### src/rtl/piano_pkg.sv
// Shared note-code constants and FSM state encoding for the piano datapath
// (key encoder, display decoder and tone generator all import this).
package piano_pkg;

  localparam int NOTE_W   = 4;
  localparam int NUM_KEYS = 8;

  localparam logic [NOTE_W-1:0] NOTE_C5   = 4'd0;
  localparam logic [NOTE_W-1:0] NOTE_B    = 4'd1;
  localparam logic [NOTE_W-1:0] NOTE_A    = 4'd2;
  localparam logic [NOTE_W-1:0] NOTE_G    = 4'd3;
  localparam logic [NOTE_W-1:0] NOTE_F    = 4'd4;
  localparam logic [NOTE_W-1:0] NOTE_E    = 4'd5;
  localparam logic [NOTE_W-1:0] NOTE_D    = 4'd6;
  localparam logic [NOTE_W-1:0] NOTE_C4   = 4'd7;
  localparam logic [NOTE_W-1:0] NOTE_NONE = 4'd8;

  typedef enum logic [1:0] {
    IDLE    = 2'd0,
    PLAY    = 2'd1,
    SUSTAIN = 2'd2
  } state_t;

  // Lowest set bit wins so the highest-pitch key (C5) has priority.
  function automatic logic [NOTE_W-1:0] lowest_key(input logic [NUM_KEYS-1:0] v);
    lowest_key = NOTE_NONE;
    for (int i = NUM_KEYS - 1; i >= 0; i--) begin
      if (v[i]) lowest_key = NOTE_W'(i);
    end
  endfunction

endpackage

### src/rtl/note_key_encoder_debounce.sv
// key_debounce: two-flop synchronizer plus whole-vector debounce; the stable
// vector only changes after the synchronized keys hold still for DEBOUNCE_CYCLES.
module key_debounce
  import piano_pkg::*;
#(
  parameter int DEBOUNCE_CYCLES = 500000,
  parameter int DB_W            = 20
) (
  input  logic                clk,
  input  logic                rst_n,
  input  logic [NUM_KEYS-1:0] keys,
  output logic [NUM_KEYS-1:0] stable
);

  logic [NUM_KEYS-1:0] sync1;
  logic [NUM_KEYS-1:0] sync;
  logic [NUM_KEYS-1:0] sync_prev;
  logic [DB_W-1:0]     cnt;

  // Any bounce (sync differing from its previous value) restarts the count.
  always_ff @(posedge clk or negedge rst_n) begin
    if (!rst_n) begin
      sync1     <= '0;
      sync      <= '0;
      sync_prev <= '0;
      cnt       <= '0;
      stable    <= '0;
    end else begin
      sync1     <= keys;
      sync      <= sync1;
      sync_prev <= sync;
      if (sync == stable || sync != sync_prev) begin
        cnt <= '0;
      end else if (cnt == DB_W'(DEBOUNCE_CYCLES - 1)) begin
        stable <= sync;
        cnt    <= '0;
      end else begin
        cnt <= cnt + DB_W'(1);
      end
    end
  end

endmodule

### src/rtl/note_key_encoder.sv
// Debounced key switches -> registered 4-bit note code with change strobe.
// Define NOTE_SUSTAIN_EN to hold the last note for SUSTAIN_CYCLES after release.
module note_key_encoder
  import piano_pkg::*;
#(
  parameter int DEBOUNCE_CYCLES = 500000,
  parameter int DB_W            = 20,
  parameter int SUSTAIN_CYCLES  = 25000000,
  parameter int SUS_W           = 25
) (
  input  logic                clk,
  input  logic                rst_n,
  input  logic [NUM_KEYS-1:0] keys,
  output logic [NOTE_W-1:0]   note,
  output logic                note_change,
  output logic                multi
);

  logic [NUM_KEYS-1:0] stable;
  logic [NOTE_W-1:0]   enc;
  state_t              state;

  key_debounce #(
    .DEBOUNCE_CYCLES (DEBOUNCE_CYCLES),
    .DB_W            (DB_W)
  ) u_debounce (
    .clk    (clk),
    .rst_n  (rst_n),
    .keys   (keys),
    .stable (stable)
  );

  assign enc = lowest_key(stable);

`ifdef NOTE_SUSTAIN_EN
  logic [SUS_W-1:0] sus_cnt;
`else
  localparam int unused_sustain_cfg = SUSTAIN_CYCLES + SUS_W;
`endif

  // note_change is raised only on cycles where note is loaded with a different value.
  always_ff @(posedge clk or negedge rst_n) begin
    if (!rst_n) begin
      state       <= IDLE;
      note        <= NOTE_NONE;
      note_change <= 1'b0;
      multi       <= 1'b0;
`ifdef NOTE_SUSTAIN_EN
      sus_cnt     <= '0;
`endif
    end else begin
      multi       <= ($countones(stable) > 1);
      note_change <= 1'b0;
      case (state)
        IDLE: begin
          if (enc != NOTE_NONE) begin
            note        <= enc;
            note_change <= 1'b1;
            state       <= PLAY;
          end
        end
        PLAY: begin
          if (enc == NOTE_NONE) begin
`ifdef NOTE_SUSTAIN_EN
            sus_cnt <= '0;
            state   <= SUSTAIN;
`else
            note        <= NOTE_NONE;
            note_change <= 1'b1;
            state       <= IDLE;
`endif
          end else if (enc != note) begin
            note        <= enc;
            note_change <= 1'b1;
          end
        end
`ifdef NOTE_SUSTAIN_EN
        SUSTAIN: begin
          if (enc != NOTE_NONE) begin
            note        <= enc;
            note_change <= (enc != note);
            sus_cnt     <= '0;
            state       <= PLAY;
          end else if (sus_cnt == SUS_W'(SUSTAIN_CYCLES - 1)) begin
            note        <= NOTE_NONE;
            note_change <= 1'b1;
            state       <= IDLE;
          end else begin
            sus_cnt <= sus_cnt + SUS_W'(1);
          end
        end
`endif
        default: begin
          note        <= NOTE_NONE;
          note_change <= (note != NOTE_NONE);
          state       <= IDLE;
        end
      endcase
    end
  end

endmodule

### config.mk
export PLATFORM = sky130hd
export DESIGN_NAME = note_key_encoder
export DESIGN_NICKNAME = d
export VERILOG_FILES = /design/src/rtl/piano_pkg.sv /design/src/rtl/note_key_encoder_debounce.sv /design/src/rtl/note_key_encoder.sv
export SDC_FILE = /design/constraint.sdc
export NUM_CORES = 1
export LEC_CHECK = 0
export BUFFER_PORTS_ARGS = -buffer_cell sky130_fd_sc_hd__buf_2
export CAP_MARGIN = 5
export CORE_MARGIN = 5
export CORE_UTILIZATION = 25
export DETAILED_ROUTE_END_ITERATION = 8
export PLACE_DENSITY = 0.43
export SYNTH_ARGS = -nofsm -noshare
export SYNTH_HDL_FRONTEND = slang
export SYNTH_HIERARCHICAL = 1
export SYNTH_SLANG_ARGS = --single-unit
### constraint.sdc
create_clock -name clk -period 4.2 [get_ports clk]
set_input_delay 0.42 -clock clk [delete_from_list [all_inputs] [get_ports clk]]
set_output_delay 0.42 -clock clk [all_outputs]
set_load 0.005 [all_outputs]
==> flow_metrics.env <==
export IMPL_status="finished clean"
export IMPL_start_kind="register"
export IMPL_netlist_instances=223
export IMPL_worst_skew_pair_late_latency_ns=0.34
export IMPL_power_per_cell_area_nw_per_um2=382
export IMPL_grt_pass1_wl_mm=8.27
export IMPL_r2r_worst_path_cells=12
export IMPL_timing_final_max_slew_violations=0
export IMPL_critical_path_arrival_ns=3.37
export IMPL_achievable_frequency_mhz=316
export IMPL_floorplan_initialDensity_pct=25.6
export IMPL_reg2reg_from="u_debounce/stable[0]"
export IMPL_synth_top_area_cell="sky130_fd_sc_hd__dfrtp_1"
export IMPL_post_cts_resized=0
export IMPL_clkTransAtPathRegs_ns=0.07
export IMPL_crit_slowest_cell="sky130_fd_sc_hd__fa_1"
export IMPL_cts_htree_levels=3
export IMPL_worst_slew_pin_transition_ns=0.822
export IMPL_power_frac_comb_pct=2.2
export IMPL_synth_edff_count=0
export IMPL_skew_ns=0.00742
export IMPL_crit_end="multi"
export IMPL_reg2reg_setup_slack_ns=1.04
export IMPL_area_of_the_die_um2=12800
export IMPL_grt_start_max_net_pins=52
export IMPL_crit_fanout=10
export IMPL_detailed_place_hpwl_mm=3.30
export IMPL_die_h_um=113
export IMPL_post_drt_via_cell_ratio=4.12
export IMPL_synth_area_top_cells="sky130_fd_sc_hd__dfrtp_1 (55%), sky130_fd_sc_hd__xor2_1 (6.6%), sky130_fd_sc_hd__mux2_4 (5.1%)"
export IMPL_min_delay_path_depth=1
export IMPL_clock_sinks=59
export IMPL_mappedNetlistNets=241
export IMPL_remaining_drc_errors=0
export IMPL_synth_async_reset_ratio_pct=100
export IMPL_mappedNetlistArea_um2=2660
export IMPL_port_buffers=15
export IMPL_ys_flop_type="sky130_fd_sc_hd__dfrtp_1"
export IMPL_cts_hold_buffers_added=1
export IMPL_grt_setup_unrepaired="false"
export IMPL_maxCapViolations=0
export IMPL_ys_warn_count=6
export IMPL_drive_gt1_share_pct=19.4
export IMPL_dr_first_iter_drc_count=78
export IMPL_clockPowerShare_pct=48.5
export IMPL_post_cts_repair_setup_buffers=0
export IMPL_switching_share_pct=21.3
export IMPL_ys_top_cells_by_count="sky130_fd_sc_hd__dfrtp_1 (58), sky130_fd_sc_hd__nor2_1 (28), sky130_fd_sc_hd__xor2_1 (20)"
export IMPL_cts_tree="built"
export IMPL_crit_path_end_kind="register"
export IMPL_max_slew_headroom_pct=44.7
export IMPL_num_rows=37
export IMPL_hp_class="in2reg"
export IMPL_finalSetupViolCount=0
export IMPL_number_of_antenna_violating_nets_in_the_routed_design=0
export IMPL_critical_path_cell_chain="fa_1, inv_1, fa_1, fa_1, inv_1, ha_1, inv_1, fa_1, nor2_1, nand2_1, a21oi_1, o21ai_0"
export IMPL_fin_crit_ns=3.16
export IMPL_postLayoutSetupSlackWorst_ns=1.04
export IMPL_antenna_cells=0
export IMPL_r2r_end="multi"
export IMPL_ir_worst_vdd_mv=0.177
export IMPL_finalHoldWorstSlack_ns=0.186
export IMPL_final_cell_area_um2=3130
export IMPL_post_route_period_util_pct=75.3
export IMPL_floorplan_io_pins=16
export IMPL_yosys_cell_types_count=40
export IMPL_clk_path_buf_depth=2
export IMPL_grt_antenna_before_repair=0
export IMPL_finalHoldViolations=0
export IMPL_worst_path_largest_cell_delay_ns=0.57
export IMPL_synth_seq_area_share_pct=55.6
export IMPL_grt_util_all_layers_pct=8.25
export IMPL_tritoncts_num_buffers=9
export IMPL_static_leakage_power_uw=0.00139
export IMPL_area_after_detailed_placement_um2=2890
export IMPL_ys_seq_elements=59
export IMPL_via_count=1604
export IMPL_first_global_vias=1617
export IMPL_synthesis_to_finish_area_growth_pct=17.6
export IMPL_setup_worst_path_start="u_debounce/stable[0]"
export IMPL_core_area_um2=10400
export IMPL_crit_top_cell="sky130_fd_sc_hd__fa_1"
export IMPL_layout_net_count=266
export IMPL_die_width_um=113
export IMPL_synth_most_common_cell="sky130_fd_sc_hd__dfrtp_1"
export IMPL_fin_setup_tns_ns=0
export IMPL_worst_endpoint_required_ns=4.41
export IMPL_clockRootBuffer="sky130_fd_sc_hd__clkbuf_8"
export IMPL_share_of_total_power_in_sequential_cells_pct=49.2
export IMPL_grt_overflow_total=0
export IMPL_synth_top_cell_area_share_pct=54.6
export IMPL_route_detailed_wl_per_inst_um=12.2
export IMPL_post_synth_cell_area_avg_um2=11.9
export IMPL_critPathKind="reg2reg"
export IMPL_postRouteWirelength_mm=4.75
export IMPL_dr_pass1_iters=4
export IMPL_placement_setup_worst_slack_ns=1.02
export IMPL_internal_power_uw=941
export IMPL_fin_total_pwr_uw=1200
export IMPL_routabilityCongestion=0.734
export IMPL_p_sw_uw=254
-- per-layer routing --
| metal | GRT usage [%] | vias up | wire length [um] |
|---|---|---|---|
| met1 | 10.8 | 760 | 2280 |
| met2 | 12.1 | 30 | 2150 |
| met3 | 3.64 | 8 | 247 |
| met5 | 0 | - | 0 |
| li1 | - | 806 | - |
| met4 | 2.88 | 0 | 72 |
-- critical path: cells and delay by family (launching register included) --
family,cells,cell delay (ns)
fa+ha+maj,5,2.01
flops,1,0.50
compound gates,2,0.21
buf+inv,3,0.16
simple gates,2,0.16
-- registers in the layout (all words and copies together), names as in the netlist --
register              cells
u_debounce/sync1          8
u_debounce/sync           8
state                     1
multi                     1
u_debounce/stable         8
u_debounce/cnt           20
note_change               1
note                      4
u_debounce/sync_prev      8
-- logic make-up after synthesis --
group	synth area share [%]
and+or+nand+nor	16.5
AOI/OAI and AO/OA	4.14
DFF	55.6
buffers and inverters	2.64
adders and majority gates	4.89
xor gates and xnor gates	11.2
muxes	5.08
-- final cells by class --
class	count	area [um2]
Clock buffer	10	138
Clock inverter	6	87.6
Fill cell	1102	7240
Inverter	13	48.8
Multi-Input combinational cell	148	1110
Sequential cell	59	1480
Tap cell	136	170
Timing Repair Buffer	17	92.6
-- worst min path at each step --
| stage | from | endpoint | slack, ns |
|---|---|---|---|
| 3_5_place_dp | rst_n | u_debounce/sync[4] | 0.29 |
| 3_3_place_gp | rst_n | u_debounce/sync[4] | 0.30 |
| 6_report | keys[0] | u_debounce/sync1[0] | 0.19 |
| 5_1_grt | keys[0] | u_debounce/sync1[0] | 0.16 |
| 2_1_floorplan | rst_n | multi | 0.12 |
| 4_1_cts | keys[6] | u_debounce/sync1[6] | 0.16 |
-- cell usage in the layout, fill, tap and decap left out, drive strengths merged, types with 8 or more instances in the layout --
master,Yosys,final
dfrtp,58,58
nor2,30,30
xor2,20,20
buf,3,16
xnor2,14,14
inv,13,14
nand3,10,10
clkbuf,0,10
nand2,9,9
mux2,9,9
nor4,8,8
-- power by group through the flow --
stage	Combinational, uW	Clock [uW]	Sequential, uW
floorplan	9.28	0	597
global placement	28.3	0	599
detailed placement	27.8	0	599
CTS	28.6	610	588
global route	31.9	634	590
finish	26.9	580	588
-- metrics by stage --
step,instances,utilization [%]
2_1_floorplan,223,-
3_3_place_gp,372,27.9
3_5_place_dp,372,27.9
4_1_cts,389,30.1
5_1_grt,389,30.1
6_report,389,30.1
Note: power is estimated with default switching activity, not from simulation.
